$ cat src/rtl/mem_access_unit.sv
// -----------------------------------------------------------------------------
// mem_access_unit
//   MEM-stage load/store engine. Takes the registered MEM-stage control and
//   operands from ex_mem_register and issues one data-memory transaction per
//   load or store. Store data is lane-replicated with matching byte enables.
//   Load data is sign- or zero-extended. stall_mem holds EX/MEM and the
//   upstream stages until the access completes.
//
// Ports
//   clk, rst_n              clock, synchronous active-low reset
//   mem_do_read_ctrl_mem    load present in MEM
//   mem_do_write_ctrl_mem   store present in MEM (wins over read)
//   mem_ctrl_mem[2:0]       size/sign: B=0 H=1 W=2 BU=4 HU=5
//   alu_result_mem[31:0]    effective byte address
//   mem_data_in_mem[31:0]   right-justified store data
//   dmem_req/we/addr/be/wdata   request channel to data memory
//   dmem_ready              memory accepts the request this cycle
//   dmem_rvalid/rdata       read response channel
//   load_data_mem[31:0]     extended load result
//   stall_mem               pipeline hold while an access is in flight
//   misaligned_mem          alignment exception (combinational pulse)
//   bus_err_mem             timeout exception (one-cycle pulse)
// -----------------------------------------------------------------------------
module mem_access_unit #(
    parameter int MAX_WAIT = 16
) (
    input  logic        clk,
    input  logic        rst_n,
    input  logic        mem_do_read_ctrl_mem,
    input  logic        mem_do_write_ctrl_mem,
    input  logic [2:0]  mem_ctrl_mem,
    input  logic [31:0] alu_result_mem,
    input  logic [31:0] mem_data_in_mem,
    output logic        dmem_req,
    output logic        dmem_we,
    output logic [31:0] dmem_addr,
    output logic [3:0]  dmem_be,
    output logic [31:0] dmem_wdata,
    input  logic        dmem_ready,
    input  logic        dmem_rvalid,
    input  logic [31:0] dmem_rdata,
    output logic [31:0] load_data_mem,
    output logic        stall_mem,
    output logic        misaligned_mem,
    output logic        bus_err_mem
);

    localparam int CNT_W = $clog2(MAX_WAIT + 1);

    typedef enum logic [1:0] {
        S_IDLE,
        S_REQ,
        S_RESP,
        S_DONE
    } state_t;

    state_t             r_state;
    logic               r_req;
    logic               r_we;
    logic [3:0]         r_be;
    logic [31:0]        r_load;
    logic               r_bus_err;
    logic [CNT_W-1:0]   r_cnt;
    logic [29:0]        r_addr_hi;
    logic [1:0]         r_off;
    logic [2:0]         r_ctrl;
    logic [31:0]        r_wdata;

    logic               w_op_wr;
    logic               w_op_rd;
    logic               w_op;
    logic               w_aligned;
    logic               w_start;
    logic               w_cnt_last;

    // Byte enables for the access size, shifted to the addressed lane.
    function automatic logic [3:0] f_lane_be(input logic [1:0] size, input logic [1:0] off);
        logic [3:0] be;
        case (size)
            2'b00:   be = 4'b0001 << off;
            2'b01:   be = 4'b0011 << off;
            default: be = 4'b1111;
        endcase
        return be;
    endfunction

    // Store data replicated across all lanes; byte enables pick the live one.
    function automatic logic [31:0] f_lane_wdata(input logic [1:0] size, input logic [31:0] d);
        logic [31:0] wd;
        case (size)
            2'b00:   wd = {4{d[7:0]}};
            2'b01:   wd = {2{d[15:0]}};
            default: wd = d;
        endcase
        return wd;
    endfunction

    // Select the addressed byte/half from the read word and extend it.
    function automatic logic [31:0] f_load_ext(input logic [2:0] op, input logic [1:0] off,
                                               input logic [31:0] rdata);
        logic [31:0] sh_b;
        logic [31:0] sh_h;
        logic [31:0] res;
        sh_b = rdata >> {off, 3'b000};
        sh_h = rdata >> {off[1], 4'b0000};
        case (op)
            3'b000:  res = {{24{sh_b[7]}}, sh_b[7:0]};
            3'b001:  res = {{16{sh_h[15]}}, sh_h[15:0]};
            3'b100:  res = {24'h000000, sh_b[7:0]};
            3'b101:  res = {16'h0000, sh_h[15:0]};
            default: res = rdata;
        endcase
        return res;
    endfunction

    // Write wins when both strobes are high.
    assign w_op_wr = mem_do_write_ctrl_mem;
    assign w_op_rd = mem_do_read_ctrl_mem & ~mem_do_write_ctrl_mem;
    assign w_op    = w_op_wr | w_op_rd;

    always_comb begin
        w_aligned = 1'b1;
        case (mem_ctrl_mem[1:0])
            2'b00:   w_aligned = 1'b1;
            2'b01:   w_aligned = ~alu_result_mem[0];
            default: w_aligned = (alu_result_mem[1:0] == 2'b00);
        endcase
    end

    assign w_start        = (r_state == S_IDLE) && w_op && w_aligned;
    assign misaligned_mem = (r_state == S_IDLE) && w_op && !w_aligned;
    assign stall_mem      = w_start || (r_state == S_REQ) || (r_state == S_RESP);
    assign w_cnt_last     = (r_cnt == CNT_W'(MAX_WAIT - 1));

    // Address/data snapshot taken as the access starts, so the request stays
    // stable through REQ regardless of what the upstream stage presents.
    always_ff @(posedge clk) begin
        if (w_start) begin
            r_addr_hi <= alu_result_mem[31:2];
            r_off     <= alu_result_mem[1:0];
            r_ctrl    <= mem_ctrl_mem;
            r_wdata   <= f_lane_wdata(mem_ctrl_mem[1:0], mem_data_in_mem);
        end
    end

    always_ff @(posedge clk) begin
        if (!rst_n) begin
            r_state   <= S_IDLE;
            r_req     <= 1'b0;
            r_we      <= 1'b0;
            r_be      <= 4'b0000;
            r_load    <= 32'h0;
            r_bus_err <= 1'b0;
            r_cnt     <= '0;
        end else begin
            r_bus_err <= 1'b0;
            case (r_state)
                S_IDLE: begin
                    if (w_start) begin
                        r_state <= S_REQ;
                        r_req   <= 1'b1;
                        r_we    <= w_op_wr;
                        r_be    <= f_lane_be(mem_ctrl_mem[1:0], alu_result_mem[1:0]);
                        r_cnt   <= '0;
                    end
                end
                S_REQ: begin
                    // A completing handshake takes priority over the timeout.
                    if (dmem_ready) begin
                        r_req   <= 1'b0;
                        r_state <= r_we ? S_DONE : S_RESP;
                        r_cnt   <= r_cnt + 1'b1;
                    end else if (w_cnt_last) begin
                        r_req     <= 1'b0;
                        r_bus_err <= 1'b1;
                        r_load    <= 32'h0;
                        r_state   <= S_DONE;
                    end else begin
                        r_cnt <= r_cnt + 1'b1;
                    end
                end
                S_RESP: begin
                    if (dmem_rvalid) begin
                        r_load  <= f_load_ext(r_ctrl, r_off, dmem_rdata);
                        r_state <= S_DONE;
                    end else if (w_cnt_last) begin
                        r_bus_err <= 1'b1;
                        r_load    <= 32'h0;
                        r_state   <= S_DONE;
                    end else begin
                        r_cnt <= r_cnt + 1'b1;
                    end
                end
                // The instruction advances on this edge; never reissue a held op.
                default: begin
                    r_state <= S_IDLE;
                end
            endcase
        end
    end

    assign dmem_req      = r_req;
    assign dmem_we       = r_we;
    assign dmem_be       = r_be;
    assign dmem_addr     = {r_addr_hi, 2'b00};
    assign dmem_wdata    = r_wdata;
    assign load_data_mem = r_load;
    assign bus_err_mem   = r_bus_err;

endmodule
$ cat config.mk
export PLATFORM = sky130hd
export DESIGN_NAME = mem_access_unit
export DESIGN_NICKNAME = d
export VERILOG_FILES = /design/src/rtl/mem_access_unit.sv
export SDC_FILE = /design/constraint.sdc
export NUM_CORES = 1
export LEC_CHECK = 0
export ABC_AREA = 1
export BUFFER_PORTS_ARGS = -buffer_cell sky130_fd_sc_hd__buf_2
export CAP_MARGIN = 20
export CORE_ASPECT_RATIO = 1.25
export CORE_MARGIN = 3
export CORE_UTILIZATION = 35
export CTS_CLUSTER_DIAMETER = 80
export DETAILED_ROUTE_END_ITERATION = 8
export MAX_ROUTING_LAYER = met4
export PLACE_DENSITY = 0.72
export RECOVER_POWER = 25
export SLEW_MARGIN = 20
export SYNTH_ARGS = -nofsm -noshare
export SYNTH_HDL_FRONTEND = slang
export SYNTH_SLANG_ARGS = --single-unit
export TNS_END_PERCENT = 5
$ cat constraint.sdc
create_clock -name clk -period 3.2 [get_ports clk]
set_clock_uncertainty 0.1 [all_clocks]
set_input_delay 0.48 -clock clk [delete_from_list [all_inputs] [get_ports clk]]
set_output_delay 0.48 -clock clk [all_outputs]
set_load 0.05 [all_outputs]
==> out/summary.md <==
The flow ran to the end, and the final reports show no timing, DRC or antenna violations. The wire length of the first global-routing pass is 25160 um, and the count of flip-flops with a built-in enable after synthesis is 67. The logs give 2 for the maximum clock insertion buffer count and 15140 um^2 for the core outline area.

The most common cell in the synthesized netlist was nand2_1. The post-route clock period utilization was 79.45%. Worst hold endpoint: r_addr_hi[0].

For the count of unresolved DRC violations after routing, the log shows 0. The chip height was 145.7 um; the remaining number of nets flagged by the antenna check after routing was 0. At the end of routability-driven placement, the weighted congestion stood at 0.9337. In this run, post-CTS repair resized a total of 0 instances. The die is 117.8 um wide.

The total number of placement rows is 50. In this run, the number of DRC markers left after iteration 0 of detailed routing was 426. For this design, the sink count on the clock tree is 113. The total track usage was 19.01%; the number of buffers inserted to repair setup after CTS was 0. The final layout contains 941 nets. The logs give 393.3 MHz for the maximum frequency from static timing analysis and 47.80% for the core occupancy in the finished layout. The power density normalized to cell area came out at 912.1 nW/um^2. The most used flip-flop cell after synthesis was edfxtp_1. STA puts the critical path data required time at 2620 ps.

Post-synthesis cell type with the largest combined area: edfxtp_1. The setup path with the least slack is of type flop to output port. The minimum hold slack was 145.6 ps; the per-cell routed wire length was 14.98 um.

The data arrival time of the critical path came out at 1960 ps. Setup repair after global routing left no endpoint under its margin. The warning count from the yosys run is 0. TritonCTS built the clock tree.

VDD sags by at most 0.4808 mV. The tools report the max-slew violation total from the final report as 0. Across all setup checks in the final design, the least slack found is 657.5 ps.

For flop-to-flop paths, the worst setup slack is 810 ps. Prior to clock tree synthesis, the placed netlist has a worst setup slack of 828.7 ps. Across the run, the number of max-cap violations was 0. Counting flops and latches in the post-synthesis netlist gives 113. Counting the buffers created by CTS gives 17. The die covers 17160 um^2. Sequential cells were found to cover 53.68% of the synthesized design area. The HPWL reported at the end of detailed placement came out at 11650 um.

The worst register-to-register path begins at r_cnt[0]. STA classifies the critical path endpoint as an output port. For this run, asynchronously set or reset flops after synthesis account for 0%. The commonest cells after synthesis are nand2_1, a21oi_1, edfxtp_1, dfxtp_1, o21ai_0. The worst hold path stage count is 1, and the instance count of the mapped netlist is 625. The number of fill cells in the layout came out at 1557. The tools report the post-detailed-routing wire length as 15700 um. Ranked by total cell area, the synthesized netlist is headed by edfxtp_1, dfxtp_1, nand2_1. Cells with a size suffix above 1 make up 30.24% of the layout. Entering global routing, the biggest net connects 68 pins. Clock-pin slew was measured on the worst setup and hold paths at 60 ps. For the number of global-route vias before repair, the log shows 4988. The worst setup path is launched from a flop.

Of all nets on the critical path, the largest fanout is 7. The first detailed-routing pass took 5 iterations. Summing all multi-input logic gate instances after layout gives 2193 um^2. The number of different library cells used by synthesis comes to 41. The detailed router placed 5067 vias in this run.

Area taken by flip-flops and latches: 2933 um^2. Headroom to the max-slew limit came out at 47.12%. Cell at the root of the clock tree: clkbuf_16.

The later pin in the worst-skew pair is clocked with a latency of 400 ps. The routed via count divided by cell count came out at 4.835. The run gives 0 as the antenna diode count. Compared with the post-synthesis result, the final layout area differs by 32.45%. The average instance area after synthesis was 8.742 um^2. At the pin with the least slew margin, the transition time is 790.2 ps.

The tools report the number of endpoints with negative hold slack in the final report as 0. The endpoint identified for the worst register-to-register timing path is r_cnt[3]. The I/O pin total is 210, and the leftover overflow at the end of global routing is 0. The clock tree synthesis step divided the H-tree into 4 levels. The number of I/O port buffers is 207, and the fraction of synthesized cell area taken by the top area cell type is 36.82%.

The logs give 3.231 nW for the reported leakage power and 36.09% for the starting utilization of the core area. The number of hold buffers added after CTS is 0. The tools report the startpoint of the most critical hold path as alu_result_mem[2]. The worst reg-to-reg path cell count came out at 11. The number of antenna violations at the first check in global routing came out at 0. Summed over all failing endpoints, the final setup total negative slack is 0 ps. After synthesis the cells add up to 5464 um^2.

Setup violations remaining at the end of the flow were counted as 0. The classification of the worst-slack hold path is primary input to flop. The clock period could shrink to 2543 ps.
-- final cells by class --
cell class                      instances  area share, %
Multi-Input combinational cell        437          30.31
Timing Repair Buffer                  212          14.63
Tap cell                              208          3.596
Inverter                               46          2.420
Clock buffer                           19          5.982
Clock inverter                         13          2.541
Sequential cell                       113          40.53
-- cells by family after synthesis --
group | after synthesis | synth area share (%)
simple gates | 275 | 22.28
other cells | 1 | 0.06863
compound gates | 151 | 15.66
flops | 113 | 53.68
buf+inv | 76 | 6.251
fa+ha+maj | 9 | 2.061
-- cell usage in the layout (no fill, tap or decap), types with 3 or more instances in the layout --
cell type,count
clkbuf_1,24
o21ai_0,46
a31oi_1,3
edfxtp_1,67
clkbuf_16,17
a22oi_1,7
a21oi_1,75
buf_4,4
nand2_2,7
nand2_1,194
nand3_1,28
dfxtp_1,46
bufinv_16,4
nand3_2,10
clkinvlp_4,4
ha_1,9
o211ai_1,5
nor2_1,26
nor2_4,3
inv_2,5
buf_2,185
inv_1,40
-- metrics by stage --
stage                     total power [mW]  instances  instance area [um^2]
after floorplan                      4.041        626                  5468
after global placement               4.637       1016                  6648
after detailed placement             4.662       1016                  6648
after CTS                            6.651       1048                  7264
after global routing                 6.971       1048                  7237
final                                6.601       1048                  7237
-- worst max path at each step --
stage | end | depth (start not counted) | from
floorplan | misaligned_mem | 5 | r_state[0]
global placement | stall_mem | 6 | mem_ctrl_mem[1]
detailed placement | dmem_be[1] | 8 | mem_ctrl_mem[1]
CTS | stall_mem | 7 | r_state[0]
global route | misaligned_mem | 6 | r_state[0]
finish | stall_mem | 7 | r_state[0]
-- metal layers --
metal  routed length (um)  share of wire, %  up-vias  GRT usage, %
met5                    0                 0        -             -
met4                  246               1.6        0         6.100
met3                 1582                10       18         5.910
met2                 7531                48      248         30.65
met1                 6341                40     2277         22.81
li1                     -                 -     2524             -
-- power breakdown --
part | internal [mW] | switching [mW] | total [mW] | leakage (nW)
registers | 1.90 | 0.163 | 2.06 | 1.01
logic | 0.616 | 1.95 | 2.57 | 1.94
clock network | 1.30 | 0.671 | 1.97 | 0.285
total | 3.82 | 2.78 | 6.60 | 3.23
-- worst max-delay path, cell delays in order, from the launching register on --
cell	delay (ps)
dfxtp_1	340
inv_1	140
ha_1	290
inv_2	90
nor2_4	170
nand3_4	150
nand2_1	120
buf_2	270
-- registers in the layout, indices dropped and copies added (netlist names) --
name,count
dmem_wdata,32
load_data_mem,32
r_addr_hi,30
r_cnt,5
dmem_be,4
r_ctrl,3
r_off,2
r_state,2
bus_err_mem,1
dmem_req,1
dmem_we,1
(Power assumes the default switching activity.)
